File: src/rtl/spi_cmd_ctrl.sv
// Command sequencer for the 48-bit SPI slave: captures each received frame, executes
// a register write/read against the config register file and stages the response word.
module spi_cmd_ctrl #(
  parameter int          NREG      = 8,
  parameter logic [6:0]  STAT_ADDR = 7'h7F,
  parameter int          FRAME_W   = 48
) (
  input  logic                 clk,
  input  logic                 rstb,
  input  logic                 spi_done,
  input  logic [FRAME_W-1:0]   spi_rdata,
  output logic [FRAME_W-1:0]   spi_tdata,
  output logic                 spi_ten,
  input  logic [31:0]          stat_in,
  output logic [NREG*32-1:0]   cfg_flat,
  output logic                 cfg_we,
  output logic [6:0]           cfg_addr,
  output logic [15:0]          frame_cnt,
  output logic [7:0]           err_cnt,
  output logic                 overrun
);

  // state | meaning
  // IDLE  | waiting for a frame-done rise
  // CAPT  | latch the received frame
  // EXEC  | validate, perform write/read, build payload
  // RESP  | publish response word, count the frame
  typedef enum logic [1:0] {IDLE, CAPT, EXEC, RESP} state_t;

  localparam logic [7:0] NREG_L = 8'(NREG);

  state_t                   state_q, state_d;
  logic [2:0]               sync_q;
  logic [FRAME_W-1:0]       frame_q, frame_d;
  logic [NREG-1:0][31:0]    regs_q, regs_d;
  logic [7:0]               exp_seq_q, exp_seq_d;
  logic                     nack_q, nack_d;
  logic [31:0]              payload_q, payload_d;
  logic [FRAME_W-1:0]       tdata_q, tdata_d;
  logic                     ten_q, ten_d;
  logic                     we_q, we_d;
  logic [6:0]               waddr_q, waddr_d;
  logic [15:0]              frame_cnt_q, frame_cnt_d;
  logic [7:0]               err_cnt_q, err_cnt_d;
  logic                     ovr_q, ovr_d;

  logic        rise;
  logic        f_rw;
  logic [6:0]  f_addr;
  logic [7:0]  f_seq;
  logic [31:0] f_data;
  logic        is_stat, addr_ok, seq_ok;
  logic [31:0] rd_reg;
  logic [1:0]  err_inc;
  logic [8:0]  err_sum;

  assign rise   = sync_q[1] & ~sync_q[2];
  assign f_rw   = frame_q[47];
  assign f_addr = frame_q[46:40];
  assign f_seq  = frame_q[39:32];
  assign f_data = frame_q[31:0];

  assign is_stat = ~f_rw & (f_addr == STAT_ADDR);
  assign addr_ok = ({1'b0, f_addr} < NREG_L) | is_stat;
  assign seq_ok  = (f_seq == exp_seq_q);

  always_comb begin
    rd_reg = '0;
    for (int i = 0; i < NREG; i++) begin
      if (f_addr == 7'(i)) rd_reg = regs_q[i];
    end
  end

  always_comb begin
    state_d     = state_q;
    frame_d     = frame_q;
    regs_d      = regs_q;
    exp_seq_d   = exp_seq_q;
    nack_d      = nack_q;
    payload_d   = payload_q;
    tdata_d     = tdata_q;
    ten_d       = ten_q;
    we_d        = 1'b0;
    waddr_d     = waddr_q;
    frame_cnt_d = frame_cnt_q;
    ovr_d       = ovr_q;
    err_inc     = 2'd0;

    // a rise while busy is dropped, but still counted as an error
    if (rise && state_q != IDLE) begin
      ovr_d   = 1'b1;
      err_inc = err_inc + 2'd1;
    end

    case (state_q)
      IDLE: if (rise) state_d = CAPT;
      CAPT: begin
        frame_d = spi_rdata;
        state_d = EXEC;
      end
      EXEC: begin
        nack_d    = ~addr_ok | ~seq_ok;
        exp_seq_d = f_seq + 8'd1;
        if (!addr_ok || !seq_ok) err_inc = err_inc + 2'd1;
        if (!addr_ok)     payload_d = 32'hDEAD_BEEF;
        else if (f_rw)    payload_d = f_data;
        else if (is_stat) payload_d = stat_in;
        else              payload_d = rd_reg;
        if (f_rw && addr_ok) begin
          we_d    = 1'b1;
          waddr_d = f_addr;
          for (int i = 0; i < NREG; i++) begin
            if (f_addr == 7'(i)) regs_d[i] = f_data;
          end
        end
        state_d = RESP;
      end
      RESP: begin
        tdata_d     = {~nack_q, f_addr, f_seq, payload_q};
        ten_d       = 1'b1;
        frame_cnt_d = frame_cnt_q + 16'd1;
        state_d     = IDLE;
      end
      default: state_d = IDLE;
    endcase

    err_sum   = {1'b0, err_cnt_q} + {7'd0, err_inc};
    err_cnt_d = err_sum[8] ? 8'hFF : err_sum[7:0];
  end

  always_ff @(posedge clk or negedge rstb) begin
    if (!rstb) begin
      state_q     <= IDLE;
      sync_q      <= '0;
      frame_q     <= '0;
      regs_q      <= '0;
      exp_seq_q   <= '0;
      nack_q      <= 1'b0;
      payload_q   <= '0;
      tdata_q     <= '0;
      ten_q       <= 1'b0;
      we_q        <= 1'b0;
      waddr_q     <= '0;
      frame_cnt_q <= '0;
      err_cnt_q   <= '0;
      ovr_q       <= 1'b0;
    end else begin
      state_q     <= state_d;
      sync_q      <= {sync_q[1:0], spi_done};
      frame_q     <= frame_d;
      regs_q      <= regs_d;
      exp_seq_q   <= exp_seq_d;
      nack_q      <= nack_d;
      payload_q   <= payload_d;
      tdata_q     <= tdata_d;
      ten_q       <= ten_d;
      we_q        <= we_d;
      waddr_q     <= waddr_d;
      frame_cnt_q <= frame_cnt_d;
      err_cnt_q   <= err_cnt_d;
      ovr_q       <= ovr_d;
    end
  end

  assign spi_tdata = tdata_q;
  assign spi_ten   = ten_q;
  assign cfg_flat  = regs_q;
  assign cfg_we    = we_q;
  assign cfg_addr  = waddr_q;
  assign frame_cnt = frame_cnt_q;
  assign err_cnt   = err_cnt_q;
  assign overrun   = ovr_q;

endmodule

File: config.mk
export PLATFORM = sky130hd
export DESIGN_NAME = spi_cmd_ctrl
export DESIGN_NICKNAME = d
export VERILOG_FILES = /design/src/rtl/spi_cmd_ctrl.sv
export SDC_FILE = /design/constraint.sdc
export NUM_CORES = 1
export LEC_CHECK = 0
export CAP_MARGIN = 20
export CORE_MARGIN = 2
export CORE_UTILIZATION = 54
export CTS_CLUSTER_DIAMETER = 60
export DETAILED_ROUTE_END_ITERATION = 10
export HOLD_SLACK_MARGIN = 0.02
export PLACE_DENSITY = 0.9
export REMOVE_ABC_BUFFERS = 1
export SYNTH_ARGS = -nofsm -noshare
export SYNTH_HDL_FRONTEND = slang
export SYNTH_SLANG_ARGS = --single-unit
File: constraint.sdc
create_clock -name clk -period 8.07 [get_ports clk]
set_input_delay 1.614 -clock clk [delete_from_list [all_inputs] [get_ports clk]]
set_output_delay 1.614 -clock clk [all_outputs]
set_load 0.005 [all_outputs]
==> metrics.txt <==
# TYPE chip_impl_metric gauge
chip_impl_metric{name="global_router_s_overall_resource_usage",unit="%"} 33.77
chip_impl_metric{name="ctsLongestPathBuffers",unit=""} 3
chip_impl_metric{name="synth-compound-area-share",unit="%"} 6.818
chip_impl_metric{name="dpl-instance-area",unit="mm^2"} 0.02379
chip_impl_metric{name="synth_async_sr_flop_share",unit="%"} 100.0
chip_impl_metric{name="power",unit="mW"} 8.238
chip_impl_metric{name="drt-initial-drc-count",unit=""} 1097
chip_impl_metric{name="power-per-cell-area",unit="mW/mm^2"} 324.9
chip_impl_metric{name="worst_skew_late_latency",unit="ns"} 0.55
chip_impl_metric{name="die_height",unit="um"} 192.8
chip_impl_metric{name="initial_core_utilization",unit="%"} 54.52
chip_impl_metric{name="grt.met1_usage",unit="%"} 42.31
chip_impl_metric{name="power.leakage",unit="nW"} 11.29
chip_impl_metric{name="worst_pin_slew",unit="ns"} 1.096
chip_impl_metric{name="worst_hold_slack",unit="ns"} 0.3618
chip_impl_info{name="cts_tree",value="built"} 1
chip_impl_metric{name="layout-area-overhead-vs-synth",unit="%"} 31.73
chip_impl_metric{name="antenna_cells",unit=""} 0
chip_impl_info{name="synthFlopType",value="sky130_fd_sc_hd__dfrtp_1"} 1
chip_impl_info{name="global_route.peak_usage_layer",value="met2"} 1
chip_impl_metric{name="synth_sequential_area_ratio",unit="%"} 56.16
chip_impl_metric{name="cts.repair_timing.setup_buffer_count",unit=""} 0
chip_impl_metric{name="antenna_violating_nets_post_route",unit=""} 0
chip_impl_metric{name="yosysUniqueCellTypes",unit=""} 59
chip_impl_metric{name="sequential_cell_area",unit="mm^2"} 0.01082
chip_impl_metric{name="postCtsResizedCells",unit=""} 0
chip_impl_info{name="synth_top_family_by_area",value="multiplexers"} 1
chip_impl_info{name="status",value="complete, no violations"} 1
chip_impl_metric{name="post_route_cells_drive_above_1_share",unit="%"} 24.95
chip_impl_metric{name="post_synthesis_share_of_cell_area_spent_on_full_adders_half_adders_and_majority_gates",unit="%"} 0.6890
chip_impl_metric{name="peakVddDrop",unit="mV"} 0.2499
chip_impl_metric{name="maximum_achievable_frequency",unit="GHz"} 0.2324
chip_impl_metric{name="layout_min_cycle_time",unit="ns"} 4.303
chip_impl_metric{name="final-setup-viol-count",unit=""} 0
chip_impl_info{name="worstSetupPathType",value="register to register"} 1
chip_impl_metric{name="grt_pass1_vias",unit=""} 15590
chip_impl_metric{name="largest_net_degree_at_the_start_of_global_routing",unit=""} 172
chip_impl_metric{name="synth_xor_area_share",unit="%"} 1.501
chip_impl_metric{name="numPortBuffers",unit=""} 420
chip_impl_metric{name="cts.sinks",unit=""} 432
chip_impl_metric{name="core_area",unit="mm^2"} 0.03531
chip_impl_metric{name="cts_hold_buffers",unit=""} 0
chip_impl_metric{name="multi_input_comb_area",unit="mm^2"} 0.007906
chip_impl_metric{name="count_of_nets_after_finishing",unit=""} 1966
chip_impl_metric{name="finalWeightedCongestion",unit=""} 0.8594
chip_impl_metric{name="timing.max_slew.rel_slack",unit="%"} 26.93
chip_impl_metric{name="timing.final.hold_violations",unit=""} 0
chip_impl_metric{name="die_area",unit="mm^2"} 0.03717
chip_impl_info{name="start_kind",value="register"} 1
chip_impl_metric{name="global_route.overflow_total",unit=""} 0
chip_impl_metric{name="tritoncts_buffer_count",unit=""} 46
chip_impl_metric{name="simple_gate_share_of_the_synthesized_area",unit="%"} 7.215
chip_impl_metric{name="number_of_synthesized_flops_with_an_enable_pin",unit=""} 0
chip_impl_metric{name="layout_worst_path_cycle_share",unit="%"} 53.32
chip_impl_metric{name="maxSlewViolCount",unit=""} 0
chip_impl_metric{name="yosys-mux-area-fraction",unit="%"} 24.28
chip_impl_info{name="ctsRootBufferMaster",value="sky130_fd_sc_hd__clkbuf_16"} 1
chip_impl_metric{name="finalSetupTns",unit="ns"} 0
chip_impl_info{name="layout_common_cells",value="428 x sky130_fd_sc_hd__dfrtp_1, 419 x sky130_fd_sc_hd__clkdlybuf4s50_1, 343 x sky130_fd_sc_hd__mux2_2"} 1
chip_impl_metric{name="drv.max_cap_violation_count",unit=""} 0
chip_impl_metric{name="crit_path_dat",unit="ns"} 4.73
chip_impl_metric{name="layout.cell_area.non_filler",unit="mm^2"} 0.02536
chip_impl_info{name="critPathCaptureType",value="register"} 1
chip_impl_metric{name="ios",unit=""} 421
chip_impl_metric{name="synth_cells",unit=""} 1513
chip_impl_metric{name="drc_errors",unit=""} 0
chip_impl_metric{name="ys_seq_elements",unit=""} 432
chip_impl_metric{name="met3_usage",unit="%"} 9.056
chip_impl_metric{name="synth_area_per_cell",unit="um^2"} 12.72
chip_impl_metric{name="via_count",unit=""} 14840
chip_impl_metric{name="htree_num_levels",unit=""} 2
chip_impl_metric{name="drt_pre_antenna_iters",unit=""} 5
chip_impl_metric{name="finalClockSkew",unit="ns"} 0.01891
chip_impl_metric{name="synth.yosys.warnings",unit=""} 0
chip_impl_metric{name="cp_data_required_time",unit="ns"} 8.50
chip_impl_metric{name="clkSlewWorstSetupHoldPaths",unit="ns"} 0.06
chip_impl_metric{name="std_cell_rows",unit=""} 69
chip_impl_metric{name="antenna_found_initial",unit=""} 0
chip_impl_info{name="unrepaired_setup_endpoints_after_global_routing",value="false"} 1
chip_impl_metric{name="routed_wire_length_per_instance",unit="um"} 26.43
chip_impl_metric{name="routed_wirelength",unit="um"} 62510
chip_impl_metric{name="die_w",unit="um"} 192.8
chip_impl_info{name="holdCritPathClass",value="register to register"} 1
chip_impl_metric{name="place_hpwl",unit="um"} 39620
chip_impl_metric{name="synth_area",unit="mm^2"} 0.01925
chip_impl_info{name="final_common_cell",value="sky130_fd_sc_hd__dfrtp_1"} 1
chip_impl_metric{name="grt_pass1_wl",unit="um"} 93930
chip_impl_metric{name="critical_path.max_fanout",unit=""} 53
chip_impl_metric{name="use_met2",unit="%"} 54.15
chip_impl_metric{name="post_dr_vias_cell",unit=""} 6.277
chip_impl_metric{name="nFillCells",unit=""} 2298
==> critical path: stages (launching register included) <==
cell	delay (ns)
sky130_fd_sc_hd__dfrtp_2	0.34
sky130_fd_sc_hd__buf_4	0.62
sky130_fd_sc_hd__nor2b_4	0.82
sky130_fd_sc_hd__nand3_2	0.89
sky130_fd_sc_hd__or2_2	1.04
sky130_fd_sc_hd__mux2_2	0.44
==> area by class of cell <==
class	count	area share (%)
well taps	461	2.275
clock buffers	68	5.512
repair buffers	440	17.43
clock inverters	11	0.6316
inverters	20	0.2961
flip-flops and latches	432	42.67
multi-input cells	933	31.18
==> flip-flops by register name (all words and copies together), names as in the netlist <==
signal and flops:
cfg_addr 7, cfg_flat 256, cfg_we 1, err_cnt 8
exp_seq_q 8, frame_cnt 16, frame_q 48, nack_q 1
overrun 1, payload_q 32, spi_tdata 48, spi_ten 1
state_q 2, sync_q 3
==> cell usage after synthesis, drive strengths merged (6+ instances only) <==
master	instances	area [um^2]
nor2	119	461.7
buf	56	296.5
nand2	62	232.7
nor4	6	58.80
nand3	15	80.08
nor3	29	165.2
ha	9	112.6
a221o	19	190.2
o2bb2ai	19	166.4
mux4	10	225.2
o22ai	36	237.7
nand4	9	56.30
a21oi	41	205.2
o221ai	8	70.07
mux2	356	4009
or4	21	157.7
clkbuf	72	270.3
xor2	23	201.4
dfrtp	432	10810
o21ai	39	195.2
xnor2	10	87.58
inv	20	75.07
mux2i	44	440.4
==> metal layers <==
| metal | wire length (um) | part of all wire (%) |
|---|---|---|
| met1 | 23260 | 37 |
| met2 | 29620 | 47 |
| met3 | 6296 | 10 |
| met4 | 3330 | 5.3 |
| met5 | 0 | 0 |
==> worst paths after layout <==
kind | startpoint | endpoint | slack [ns] | cells past startpoint
worst min-delay path | sync_q[0] | sync_q[1] | 0.36 | 0
worst min register to register | sync_q[0] | sync_q[1] | 0.36 | 0
worst max register to register | frame_q[40] | cfg_flat[166] | 3.77 | 5
min in group asynchronous | rstb | err_cnt[2] | 1.12 | 1
worst max-delay path | frame_q[40] | cfg_flat[166] | 3.77 | 5
max in group asynchronous | rstb | frame_q[42] | 5.46 | 2
==> report_power, final <==
| part | internal (mW) | switching, mW | total, mW |
|---|---|---|---|
| registers | 2.70 | 0.673 | 3.37 |
| clock network | 1.32 | 0.865 | 2.18 |
| logic | 1.38 | 1.30 | 2.68 |
==> per-stage QoR <==
step,utilization (%),setup slack (ns),std cells
after floorplan,-,3.083,1385
after CTS,71.78,3.752,2364
final,71.81,3.767,2365
after detailed placement,67.37,3.799,2285
after global routing,71.81,3.731,2365
after global placement,67.23,3.890,2283
==> logic make-up after synthesis <==
kind of cell / count (synthesis)
XOR/XNOR: 33
flip-flops: 432
buffers and inverters: 148
adder cells (fa/ha/maj): 10
AND/OR/NAND/NOR: 288
AO/OA/AOI/OAI: 192
multiplexers: 410
Power figures use the tool's default switching activity.
